### src/rtl/mb_bl_wl_programmer_pkg.sv
// ----------------------------------------------------------------------------
// mb_prog_pkg
//   Shared definitions for the memory-bank bit-line/word-line programmer:
//   - state_t      : sequencer states (IDLE, SETUP, PULSE, HOLD), 2 bits
//   - clog2_min1   : address width helper, never returns less than 1
//   - PULSE_CNT_W  : width of the word-line pulse down-counter
// ----------------------------------------------------------------------------
package mb_prog_pkg;

    localparam int PULSE_CNT_W = 4;

    typedef enum logic [1:0] {
        IDLE  = 2'd0,
        SETUP = 2'd1,
        PULSE = 2'd2,
        HOLD  = 2'd3
    } state_t;

    // A single-row bank still needs a 1-bit address port.
    function automatic int clog2_min1(input int n);
        return (n <= 2) ? 1 : $clog2(n);
    endfunction

endpackage

### src/rtl/mb_wl_decoder.sv
// ----------------------------------------------------------------------------
// mb_wl_decoder
//   Combinational word-line address decoder.
//   Ports:
//     i_addr          in  ADDR_W  row address
//     i_en            in  1       decode enable (onehot forced to 0 when low)
//     o_onehot        out NUM_WL  one-hot row select, zero if disabled/illegal
//     o_out_of_range  out 1       address >= NUM_WL (independent of i_en)
// ----------------------------------------------------------------------------
module mb_wl_decoder #(
    parameter int NUM_WL = 4,
    parameter int ADDR_W = 2
) (
    input  logic [ADDR_W-1:0] i_addr,
    input  logic              i_en,
    output logic [NUM_WL-1:0] o_onehot,
    output logic              o_out_of_range
);

    // Extra MSB keeps the compare meaningful when NUM_WL == 2**ADDR_W.
    assign o_out_of_range = ({1'b0, i_addr} >= (ADDR_W+1)'(NUM_WL));

    always_comb begin
        o_onehot = '0;
        for (int unsigned i = 0; i < NUM_WL; i++) begin
            if (i_en && (i_addr == ADDR_W'(i))) begin
                o_onehot[i] = 1'b1;
            end
        end
    end

endmodule

### src/rtl/mb_bl_wl_programmer.sv
// ----------------------------------------------------------------------------
// mb_bl_wl_programmer
//   Memory-bank configuration sequencer. Takes one (row, data) word per
//   valid/ready handshake, drives bl[] with the data, then raises exactly one
//   wl[] line with setup / pulse / hold timing:
//     IDLE -> SETUP (1) -> PULSE (WL_PULSE_CYCLES) -> HOLD (1) -> IDLE
//   Ports:
//     prog_clk     in  1       programming clock, rising edge
//     prog_rst_n   in  1       asynchronous active-low reset
//     cfg_valid    in  1       config word present
//     cfg_ready    out 1       ready to accept a word (IDLE only)
//     cfg_wl_addr  in  ADDR_W  target row
//     cfg_bl_data  in  NUM_BL  bit-line data for the row
//     bl           out NUM_BL  registered bit-line drive, kept in IDLE
//     wl           out NUM_WL  registered word-line drive, one-hot or zero
//     busy         out 1       high outside IDLE
//     done         out 1       one-cycle pulse on return to IDLE after HOLD
//     err          out 1       one-cycle pulse after a word with row >= NUM_WL
//     rd_addr      in  ADDR_W  shadow read address   (MB_PROG_SHADOW_EN only)
//     rd_data      out NUM_BL  shadow read data, 1-cycle latency, 0 if illegal
//                                                    (MB_PROG_SHADOW_EN only)
//   Build option: define MB_PROG_SHADOW_EN to add a readable shadow copy of
//   every row written.
// ----------------------------------------------------------------------------
module mb_bl_wl_programmer
    import mb_prog_pkg::*;
#(
    parameter  int NUM_BL          = 4,
    parameter  int NUM_WL          = 4,
    parameter  int WL_PULSE_CYCLES = 2,
    localparam int ADDR_W          = clog2_min1(NUM_WL)
) (
    input  logic              prog_clk,
    input  logic              prog_rst_n,
    input  logic              cfg_valid,
    output logic              cfg_ready,
    input  logic [ADDR_W-1:0] cfg_wl_addr,
    input  logic [NUM_BL-1:0] cfg_bl_data,
    output logic [NUM_BL-1:0] bl,
    output logic [NUM_WL-1:0] wl,
    output logic              busy,
    output logic              done,
`ifdef MB_PROG_SHADOW_EN
    input  logic [ADDR_W-1:0] rd_addr,
    output logic [NUM_BL-1:0] rd_data,
`endif
    output logic              err
);

    state_t                 r_state;
    logic [NUM_BL-1:0]      r_bl;
    logic [NUM_WL-1:0]      r_wl;
    logic [NUM_WL-1:0]      r_row;
    logic [PULSE_CNT_W-1:0] r_cnt;
    logic                   r_busy;
    logic                   r_ready;
    logic                   r_done;
    logic                   r_err;

    logic                   w_accept;
    logic [NUM_WL-1:0]      w_onehot;
    logic                   w_oor;

    assign w_accept = cfg_valid & r_ready;

    mb_wl_decoder #(
        .NUM_WL (NUM_WL),
        .ADDR_W (ADDR_W)
    ) u_wl_decoder (
        .i_addr         (cfg_wl_addr),
        .i_en           (w_accept),
        .o_onehot       (w_onehot),
        .o_out_of_range (w_oor)
    );

    always_ff @(posedge prog_clk or negedge prog_rst_n) begin
        if (!prog_rst_n) begin
            r_state <= IDLE;
            r_bl    <= '0;
            r_wl    <= '0;
            r_row   <= '0;
            r_cnt   <= '0;
            r_busy  <= 1'b0;
            r_ready <= 1'b1;
            r_done  <= 1'b0;
            r_err   <= 1'b0;
        end else begin
            r_done <= 1'b0;
            r_err  <= 1'b0;
            unique case (r_state)
                IDLE: begin
                    if (w_accept) begin
                        if (w_oor) begin
                            // Illegal row: word is consumed, nothing driven.
                            r_err <= 1'b1;
                        end else begin
                            r_bl    <= cfg_bl_data;
                            r_row   <= w_onehot;
                            r_state <= SETUP;
                            r_busy  <= 1'b1;
                            r_ready <= 1'b0;
                        end
                    end
                end
                SETUP: begin
                    r_wl    <= r_row;
                    r_cnt   <= PULSE_CNT_W'(WL_PULSE_CYCLES - 1);
                    r_state <= PULSE;
                end
                PULSE: begin
                    if (r_cnt == '0) begin
                        r_wl    <= '0;
                        r_state <= HOLD;
                    end else begin
                        r_cnt <= r_cnt - 1'b1;
                    end
                end
                HOLD: begin
                    r_state <= IDLE;
                    r_busy  <= 1'b0;
                    r_ready <= 1'b1;
                    r_done  <= 1'b1;
                end
                default: begin
                    r_state <= IDLE;
                end
            endcase
        end
    end

    assign cfg_ready = r_ready;
    assign bl        = r_bl;
    assign wl        = r_wl;
    assign busy      = r_busy;
    assign done      = r_done;
    assign err       = r_err;

`ifdef MB_PROG_SHADOW_EN
    logic [ADDR_W-1:0] r_addr;
    logic [NUM_BL-1:0] r_shadow [NUM_WL];
    logic [NUM_BL-1:0] r_rd_data;

    always_ff @(posedge prog_clk or negedge prog_rst_n) begin
        if (!prog_rst_n) begin
            r_addr    <= '0;
            r_rd_data <= '0;
            for (int unsigned i = 0; i < NUM_WL; i++) begin
                r_shadow[i] <= '0;
            end
        end else begin
            if (w_accept && !w_oor) begin
                r_addr <= cfg_wl_addr;
            end
            if (r_state == HOLD) begin
                r_shadow[r_addr] <= r_bl;
            end
            if ({1'b0, rd_addr} < (ADDR_W+1)'(NUM_WL)) begin
                r_rd_data <= r_shadow[rd_addr];
            end else begin
                r_rd_data <= '0;
            end
        end
    end

    assign rd_data = r_rd_data;
`endif

endmodule

### config.mk
export PLATFORM = sky130hd
export DESIGN_NAME = mb_bl_wl_programmer
export DESIGN_NICKNAME = d
export VERILOG_FILES = /design/src/rtl/mb_bl_wl_programmer_pkg.sv /design/src/rtl/mb_wl_decoder.sv /design/src/rtl/mb_bl_wl_programmer.sv
export SDC_FILE = /design/constraint.sdc
export NUM_CORES = 1
export LEC_CHECK = 0
export ABC_AREA = 1
export BUFFER_PORTS_ARGS = -buffer_cell sky130_fd_sc_hd__buf_2
export CORE_MARGIN = 8
export CORE_UTILIZATION = 41
export CTS_CLUSTER_DIAMETER = 30
export DETAILED_ROUTE_END_ITERATION = 8
export PLACE_DENSITY_LB_ADDON = 0.15
export RECOVER_POWER = 100
export SYNTH_ARGS = -nofsm -noshare
export SYNTH_HDL_FRONTEND = slang
export SYNTH_SLANG_ARGS = --single-unit
### constraint.sdc
create_clock -name prog_clk -period 1.7 [get_ports prog_clk]
set_input_delay 0.085 -clock prog_clk [delete_from_list [all_inputs] [get_ports prog_clk]]
set_output_delay 0.085 -clock prog_clk [all_outputs]
set_load 0.05 [all_outputs]
### Yosys cells after proc, flatten, opt, wreduce, memory -nomap -nowiden

Cells that the tools add are included.

| storage, ports and cells | value |
|---|---|
| flip-flop bits (word level) | 21 |
| bits of input ports | 9 |
| output and inout port bits | 12 |
| word-level logic and storage cells | 49 |

| operators by class | value |
|---|---|
| add/subtract/negate cells | 1 |
| equality and inequality tests | 9 |
| multiplexer cells | 16 |
| bitwise logic cells | 1 |
| reduce and logical (&&, ||, !) cells | 14 |

Operator list:

| kind | count |
|---|---|
| one-hot mux 4 bit (2 select lines) | 2 |
| AND reduction 2 bit | 5 |
| equality test 2 bit, second input constant | 4 |
| 2-to-1 mux 4 bit | 2 |
| one-hot mux 2 bit (4 select lines) | 1 |
| 2-to-1 mux 1 bit | 7 |
| equality test 2 x 1 -> 1 bit, second input constant | 2 |
| logical AND 1 bit | 4 |
| zero test 2 bit | 2 |
| zero test 4 bit | 1 |
| 2-to-1 mux 2 bit | 2 |
| != test 2 bit, second input constant | 2 |
| one-hot mux 1 bit (2 select lines) | 2 |
| nonzero test 2 bit | 2 |
| subtractor 4 x 1 -> 4 bit, second input constant | 1 |
| != test 2 x 1 -> 1 bit, second input constant | 1 |
| bitwise AND 1 bit | 1 |

### Depth between registers and ports, before layout

Gate-level depths: netlist of the first run.

| depth | value |
|---|---|
| word-level depth | 3 |
| gate-level depth with buffers | 7 |
| mapped depth without buffers | 7 |

### Hierarchy

From an unflattened synthesis of the first run, not the netlist that was laid out.

| unflattened totals | value |
|---|---|
| cell total of the unflattened synthesis | 122 |
| area total of the unflattened synthesis | 1037.2 µm² |

Modules (own cells, without submodules):

| module | times used | cells each | area each (µm²) |
|---|---|---|---|
| mb_bl_wl_programmer | 1 | 112 | 996.0 |
| mb_wl_decoder | 1 | 10 | 41.3 |

### Worst setup path before layout of the first run

No wires, ideal clock.

| timing path | value |
|---|---|
| path type | flip-flop to flip-flop |
| from | register r_state[0] |
| to | register r_busy, in the netlist busy |
| library setup time | 0.119 ns |
| arrival time | 1.133 ns |
| required time | 1.581 ns |
| setup slack | 0.448 ns |
| stages on the path, launching flop included | 7 |
| period minus slack after synthesis | 1.252 ns |
| cell sequence | dfrtp_1 -> inv_1 -> ha_1 -> nand3_4 -> clkinv_4 -> buf_8 -> o21a_1 |

| on the way | value |
|---|---|
| longest elaborated chain between the ends | 3 |
| elaborated cells between the ends (all ways) | 6 |

Ends and longest elaborated chain:

| item | RTL line | source |
|---|---|---|
| start, declared | mb_bl_wl_programmer.sv:50 | `state_t r_state;` |
| start signal, assigned | mb_bl_wl_programmer.sv:78 | `r_state <= IDLE;` |
| start signal, assigned | mb_bl_wl_programmer.sv:99 | `r_state <= SETUP;` |
| start signal, assigned | mb_bl_wl_programmer.sv:108 | `r_state <= PULSE;` |
| equality test 2 bit or zero test 2 bit (tied branches) | mb_bl_wl_programmer.sv:90 | `unique case (r_state)` |
| nonzero test 2 bit (no source line) or != test 2 x 1 -> 1 bit (tied branches) | -- |  |
| AND reduction 2 bit (no source line) | -- |  |
| end signal, assigned | mb_bl_wl_programmer.sv:83 | `r_busy <= 1'b0;` |
| end signal, assigned | mb_bl_wl_programmer.sv:100 | `r_busy <= 1'b1;` |
| end signal, assigned | mb_bl_wl_programmer.sv:120 | `r_busy <= 1'b0;` |
| end, declared | mb_bl_wl_programmer.sv:55 | `logic r_busy;` |

Parallel ways exist; a longest one is shown, timed or not.
A chain may end at the register's enable or synchronous reset.

### Worst setup path after layout of the first run

| timing path | value |
|---|---|
| from | register r_ready, in the netlist cfg_ready |
| to | output port cfg_ready |

RTL lines:

| item | RTL line | source |
|---|---|---|
| start, declared | mb_bl_wl_programmer.sv:56 | `logic r_ready;` |
| start signal, assigned | mb_bl_wl_programmer.sv:84 | `r_ready <= 1'b1;` |
| start signal, assigned | mb_bl_wl_programmer.sv:101 | `r_ready <= 1'b0;` |
| start signal, assigned | mb_bl_wl_programmer.sv:121 | `r_ready <= 1'b1;` |
| end, declared | mb_bl_wl_programmer.sv:36 | `output logic cfg_ready,` |

No word-level cell between the ends.

==> flow_summary.ini, run 1 <==
[route]
dr.pass1.iters = 4
ant_nets = 0
routedWlPerCell_um = 11.0
first_iter_violations = 30
viasPerCell = 4.59
vias = 776
drt-total-wl_um = 1860
drcViolationCount = 0

[worst_setup_path]
reg2reg_from = r_state[0]
crit_fanout = 4
critPathLaunchType = flop
reg2reg_depth = 5
r2r_setup_slack_ps = 270
critPathMaxStageDelay_ps = 570
worstPathRequired_ps = 1620
cpMaxStageDelayCell = dfstp_2
critPathTopFamily = flip-flops
critPathBufInv = 1
end_kind = primary output
setup.worst_path.start = cfg_ready
worstSetupPathType = reg2out
path_cells = clkbuf_1
cp.arrival_ps = 1350
reg2reg_to = busy

[clocking]
cts.sinks = 21
clock_latency_ps = 310
cts_tree = done
cts_buffer_depth = 2
cts_buffers = 3
ctsResizeCount = 0
htree_levels = 1
postCtsSetupBuffers = 0
path_clk_slew_ps = 120
root_buffer = clkbuf_4

[layout]
layout-drive-gt1-share_pct = 12.2
antenna_cells = 0
area_delta_synth_final_pct = 14.6
final_nets = 156

[synth]
ys_types = 22
syn_area_mm2 = 0.00103
syn_inst = 113
syn_nets = 129
ys_warn_count = 0
syn_avg_cell_area_um2 = 9.11
synth-seq-cells = 21
ys_seq_area_share_pct = 51.2

[pwr]
power_density_mw_per_mm2 = 1920
ir_worst_vdd_v = 0.00109
p_total_w = 0.00227
leakagePower_nw = 0.607

[timing]
slew_headroom_pct = 24.8
setup_viol = 0
worst_pin_slew_ps = 1130
skew_ps = 4.97
hold_viol = 0
fin_tns_setup_ps = 0
drv_slew = 0
fin_crit_ps = 1440
grt_setup_unrepaired = no
finalCritPeriodShare_pct = 84.6
holdWs_ps = 38.8
fmax_mhz = 696

[grt]
use_met1_pct = 11.9
grt_pass1_wl_um = 3280
grt_max_degree = 22
grt_busiest_layer = met2
grt_pass1_vias = 768
grt_overflow = 0
grt_antenna_before_repair = 0
use_met2_pct = 14.6
grt_use_met3_pct = 2.88
track_usage_pct = 9.58

[hold_path]
min_to = r_row[1]
min_path_cells = 3
hold_path.class = in2reg
min-delay-start = cfg_wl_addr[0]

[floorplan]
die_area_mm2 = 0.00437
core-area_mm2 = 0.00243
num_rows = 18
io_pins = 21
die_w_um = 66.1
initial_utilization_pct = 42.3
die_height_um = 66.1

[status]
status = completed

[place]
dp_hpwl_um = 1410
gp_congestion = 0.744
io_buffers = 19

[run]
maxCapViolCount = 0
[cells in the mapped netlist (all sizes together)]
cell    count  area, um2
dfrtp      20        500
or2         1       6.26
nor2        5       21.3
o21ai      10       53.8
xnor2       1       8.76
dfstp       1       26.3
ha          7       87.6
buf         2       22.5
clkinv      1       8.76
nand3      15       92.6
o21a        1       7.51
inv        14       52.6
conb        1       3.75
a21oi       2       10.0
nand2      32        128
[timing repair]
| item | CTS | global route |
|---|---|---|
| hold endpoints to repair | 24 | 0 |
| endpoints found under the setup margin | 0 | 0 |
| hold buffers | 5 | 0 |
[worst max-delay path by stage]
stage / endpoint / slack [ps] / cells past startpoint
global route: r_cnt[0] / 100 / 7
global placement: r_state[0] / 440 / 5
CTS: r_cnt[0] / 330 / 7
floorplan: busy / 450 / 6
detailed placement: r_cnt[0] / 350 / 7
finish: cfg_ready / 260 / 1
[registers in the layout (all words and copies together), names as in the netlist]
register,flops
bl,4
r_cnt,4
r_row,4
wl,4
r_state,2
busy,1
cfg_ready,1
done,1
[power by group]
| part | switching, W | total, W | internal [W] | leakage [nW] |
|---|---|---|---|---|
| Sequential | 0.000117 | 0.000834 | 0.000717 | 0.267 |
| Clock | 0.000161 | 0.000249 | 0.0000879 | 0.0177 |
| Combinational | 0.000857 | 0.00118 | 0.000328 | 0.322 |
| Total | 0.00113 | 0.00227 | 0.00113 | 0.607 |
[final cells by class]
| class | count | area [um2] |
|---|---|---|
| fill | 266 | 1250 |
| sequential | 21 | 527 |
| multi-input combinational | 75 | 397 |
| timing repair buffer | 24 | 130 |
| inverter | 15 | 61.3 |
| tap | 30 | 37.5 |
| clock buffer | 3 | 22.5 |
| clock inverter | 1 | 5.00 |
[cell families after synthesis]
group,synth area share [%]
buffers and inverters,8.14
adders and majority gates,8.51
xor gates and xnor gates,0.851
and+or+nand+nor,24.1
other,0.364
AOI/OAI and AO/OA,6.93
DFF,51.2
[cells in the final DEF (no fill, tap or decap)]
cell and instances:
a21oi_1 2, buf_2 7, clkbuf_1 12, clkbuf_4 3
clkinv_2 1, clkinv_4 1, conb_1 1, dfrtp_1 20
dfstp_2 1, dlygate4sd3_1 5, ha_1 7, inv_1 14
nand2_1 31, nand2_2 1, nand3_1 15, nor2_1 4
nor2_2 1, o21a_1 1, o21ai_0 9, o21ai_2 1
or2_2 1, xnor2_1 1
[routing by layer]
| metal | vias to the layer above | wire length [um] |
|---|---|---|
| met3 | 0 | 100 |
| met4 | 0 | 0 |
| met2 | 14 | 853 |
| met1 | 357 | 902 |
| li1 | 405 | - |
| met5 | - | 0 |
[per-stage QoR]
stage | util (%) | setup WS, ps | cells | cell area [um2]
2_1_floorplan | - | 448 | 113 | 1030
3_3_place_gp | 46.9 | 444 | 160 | 1140
3_5_place_dp | 46.9 | 355 | 160 | 1140
4_1_cts | 50.1 | 335 | 169 | 1220
5_1_grt | 48.5 | 97.5 | 169 | 1180
6_report | 48.5 | 262 | 169 | 1180
No activity file was read; power rests on OpenSTA's default activity.
==> inputs of run 2 (changes only) <==
==> constraint.sdc (replaced) <==
create_clock -name prog_clk -period 1.2 [get_ports prog_clk]
set_input_delay 0.06 -clock prog_clk [delete_from_list [all_inputs] [get_ports prog_clk]]
set_output_delay 0.06 -clock prog_clk [all_outputs]
set_load 0.05 [all_outputs]
==> run 2 against run 1 <==
Against the previous run:
- the run now ends with negative setup slack left
- utilization rose by 8.2 points
- first-iteration DRC count fell by 13%
- global-route usage rose by 1.5 points
- register-to-register slack got worse by 270 ps
- worst setup slack got worse by 270 ps
- final cell count rose by 5.9%
- design area rose by 17%
- sequential power rose by 47%
- sequential cell count did not move
- largest cell class unchanged
==> flow_summary.ini, run 2 (synthesized netlist as in run 1, its figures left out) <==
[timing]
skew_ps = 0.982
fmax_mhz = 831
hold_viol = 0
worst_pin_slew_ps = 513
setup_viol = 1
slew_headroom_pct = 65.8
fin_ws_ps = -2.86
drv_slew = 0
finalCritPeriodShare_pct = 100
grt_setup_unrepaired = yes
fin_crit_ps = 1200

[status]
status = complete, but fails checks
violations = negative setup slack

[clocking]
htree_levels = 1
cts.sinks = 21
clock_latency_ps = 310
root_buffer = clkbuf_4
cts_buffers = 3
path_clk_slew_ps = 120
cts_buffer_depth = 2
cts_tree = done

[grt]
grt_max_degree = 22
grt_overflow = 0
grt_pass1_vias = 905
grt_antenna_before_repair = 0
track_usage_pct = 11.1
grt_pass1_wl_um = 3770

[worst_setup_path]
reg2reg_from = r_state[1]
worstSetupPathType = reg2reg
end_kind = flop
r2r_setup_slack_ps = -3
worstPathRequired_ps = 1420
crit_fanout = 4
cp.arrival_ps = 1420
reg2reg_to = r_state[0]
reg2reg_depth = 4
critPathLaunchType = flop

[route]
ant_nets = 0
vias = 838
drt-total-wl_um = 2280
first_iter_violations = 26
routedWlPerCell_um = 12.7
drcViolationCount = 0
dr.pass1.iters = 3
viasPerCell = 4.68

[pwr]
p_sw_share_pct = 48.6
seq_power_share_pct = 32.4
comb_power_share_pct = 58.2
clkPwrFrac_pct = 9.3
power_density_mw_per_mm2 = 2750
p_sw_w = 0.00184
leakagePower_nw = 0.701
ir_worst_vdd_v = 0.00147
p_total_w = 0.00379
p_int_w = 0.00195

[layout]
fin_util_pct = 56.7
layout_commonest_cell = nand2_1
layout_common_cells = nand2_1, dfrtp_1, inv_1, clkbuf_2, nand3_1
final_nets = 166
area_delta_synth_final_pct = 33.9
layout-drive-gt1-share_pct = 36.9
instances_no_fill = 179
fill_cells = 238
regArea_um2 = 532
antenna_cells = 0
multiInputGateArea_um2 = 489

[floorplan]
io_pins = 21
initial_utilization_pct = 42.3
num_rows = 18
die_height_um = 66.1
die_area_mm2 = 0.00437
core-area_mm2 = 0.00243
die_w_um = 66.1

[place]
gp_congestion = 0.720
placed_cells = 165
io_buffers = 19
dp_hpwl_um = 1540

[run]
maxCapViolCount = 0

[hold_path]
min_path_cells = 4
hold_path.class = in2reg
min_to = cfg_ready
min-delay-start = cfg_valid
[run 2: worst max path at each step]
stage,start,endpoint
floorplan,r_state[0],busy
global placement,r_state[1],r_row[0]
detailed placement,r_state[0],r_cnt[0]
CTS,r_state[1],r_row[1]
global route,r_cnt[0],r_state[1]
finish,r_state[1],r_state[0]
[run 2: routing by layer]
metal  vias up  wire [um]  GRT usage, %
met5         -          0             0
met4         0         33          6.40
met3         4         81          2.71
met2        15       1170          19.1
met1       391        993          12.0
li1        428          -             -
[run 2: power groups by stage]
stage / logic (W) / registers (W) / clock network [W]
after detailed placement: 0.00194 / 0.00121 / 0
final: 0.00221 / 0.00123 / 0.000354
after floorplan: 0.000945 / 0.00171 / 0
after global routing: 0.00244 / 0.00128 / 0.000386
after global placement: 0.00190 / 0.00120 / 0
after CTS: 0.00207 / 0.00120 / 0.000367
[run 2: final cells by class]
type | instances | share of cell area [%]
Sequential cell | 21 | 38.6
Timing Repair Buffer | 33 | 16.2
Clock inverter | 1 | 0.363
Clock buffer | 3 | 1.63
Inverter | 15 | 4.63
Multi-Input combinational cell | 75 | 35.5
Timing Repair inverter | 1 | 0.363
Tap cell | 30 | 2.72
[run 2: worst max-delay path, cell delays in order, from the launching register on]
cell and delay, ps:
dfrtp_2 480, ha_4 190, or2_2 300, nand3_1 90, nand2_1 50
[run 2: per-stage QoR]
step / setup WS, ps / instance area [um2] / TNS [ps] / hold WS, ps
6_report: -2.86 / 1380 / -2.86 / 149
5_1_grt: -69.0 / 1380 / -530 / 158
4_1_cts: -14.3 / 1320 / -33.6 / 143
3_5_place_dp: -39.7 / 1190 / -92.8 / 44.7
3_3_place_gp: 23.1 / 1190 / 0 / 41.6
2_1_floorplan: -8.75 / 1040 / -8.75 / -236
[run 2: repair_timing]
action | CTS | global route
resized for setup | 6 | 15
gates cloned | 1 | 0
hold buffers | 7 | 0
pin swaps | 0 | 2
setup buffers | 1 | 1
endpoints found under the hold margin | 25 | 0
endpoints found under the setup margin | 17 | 21
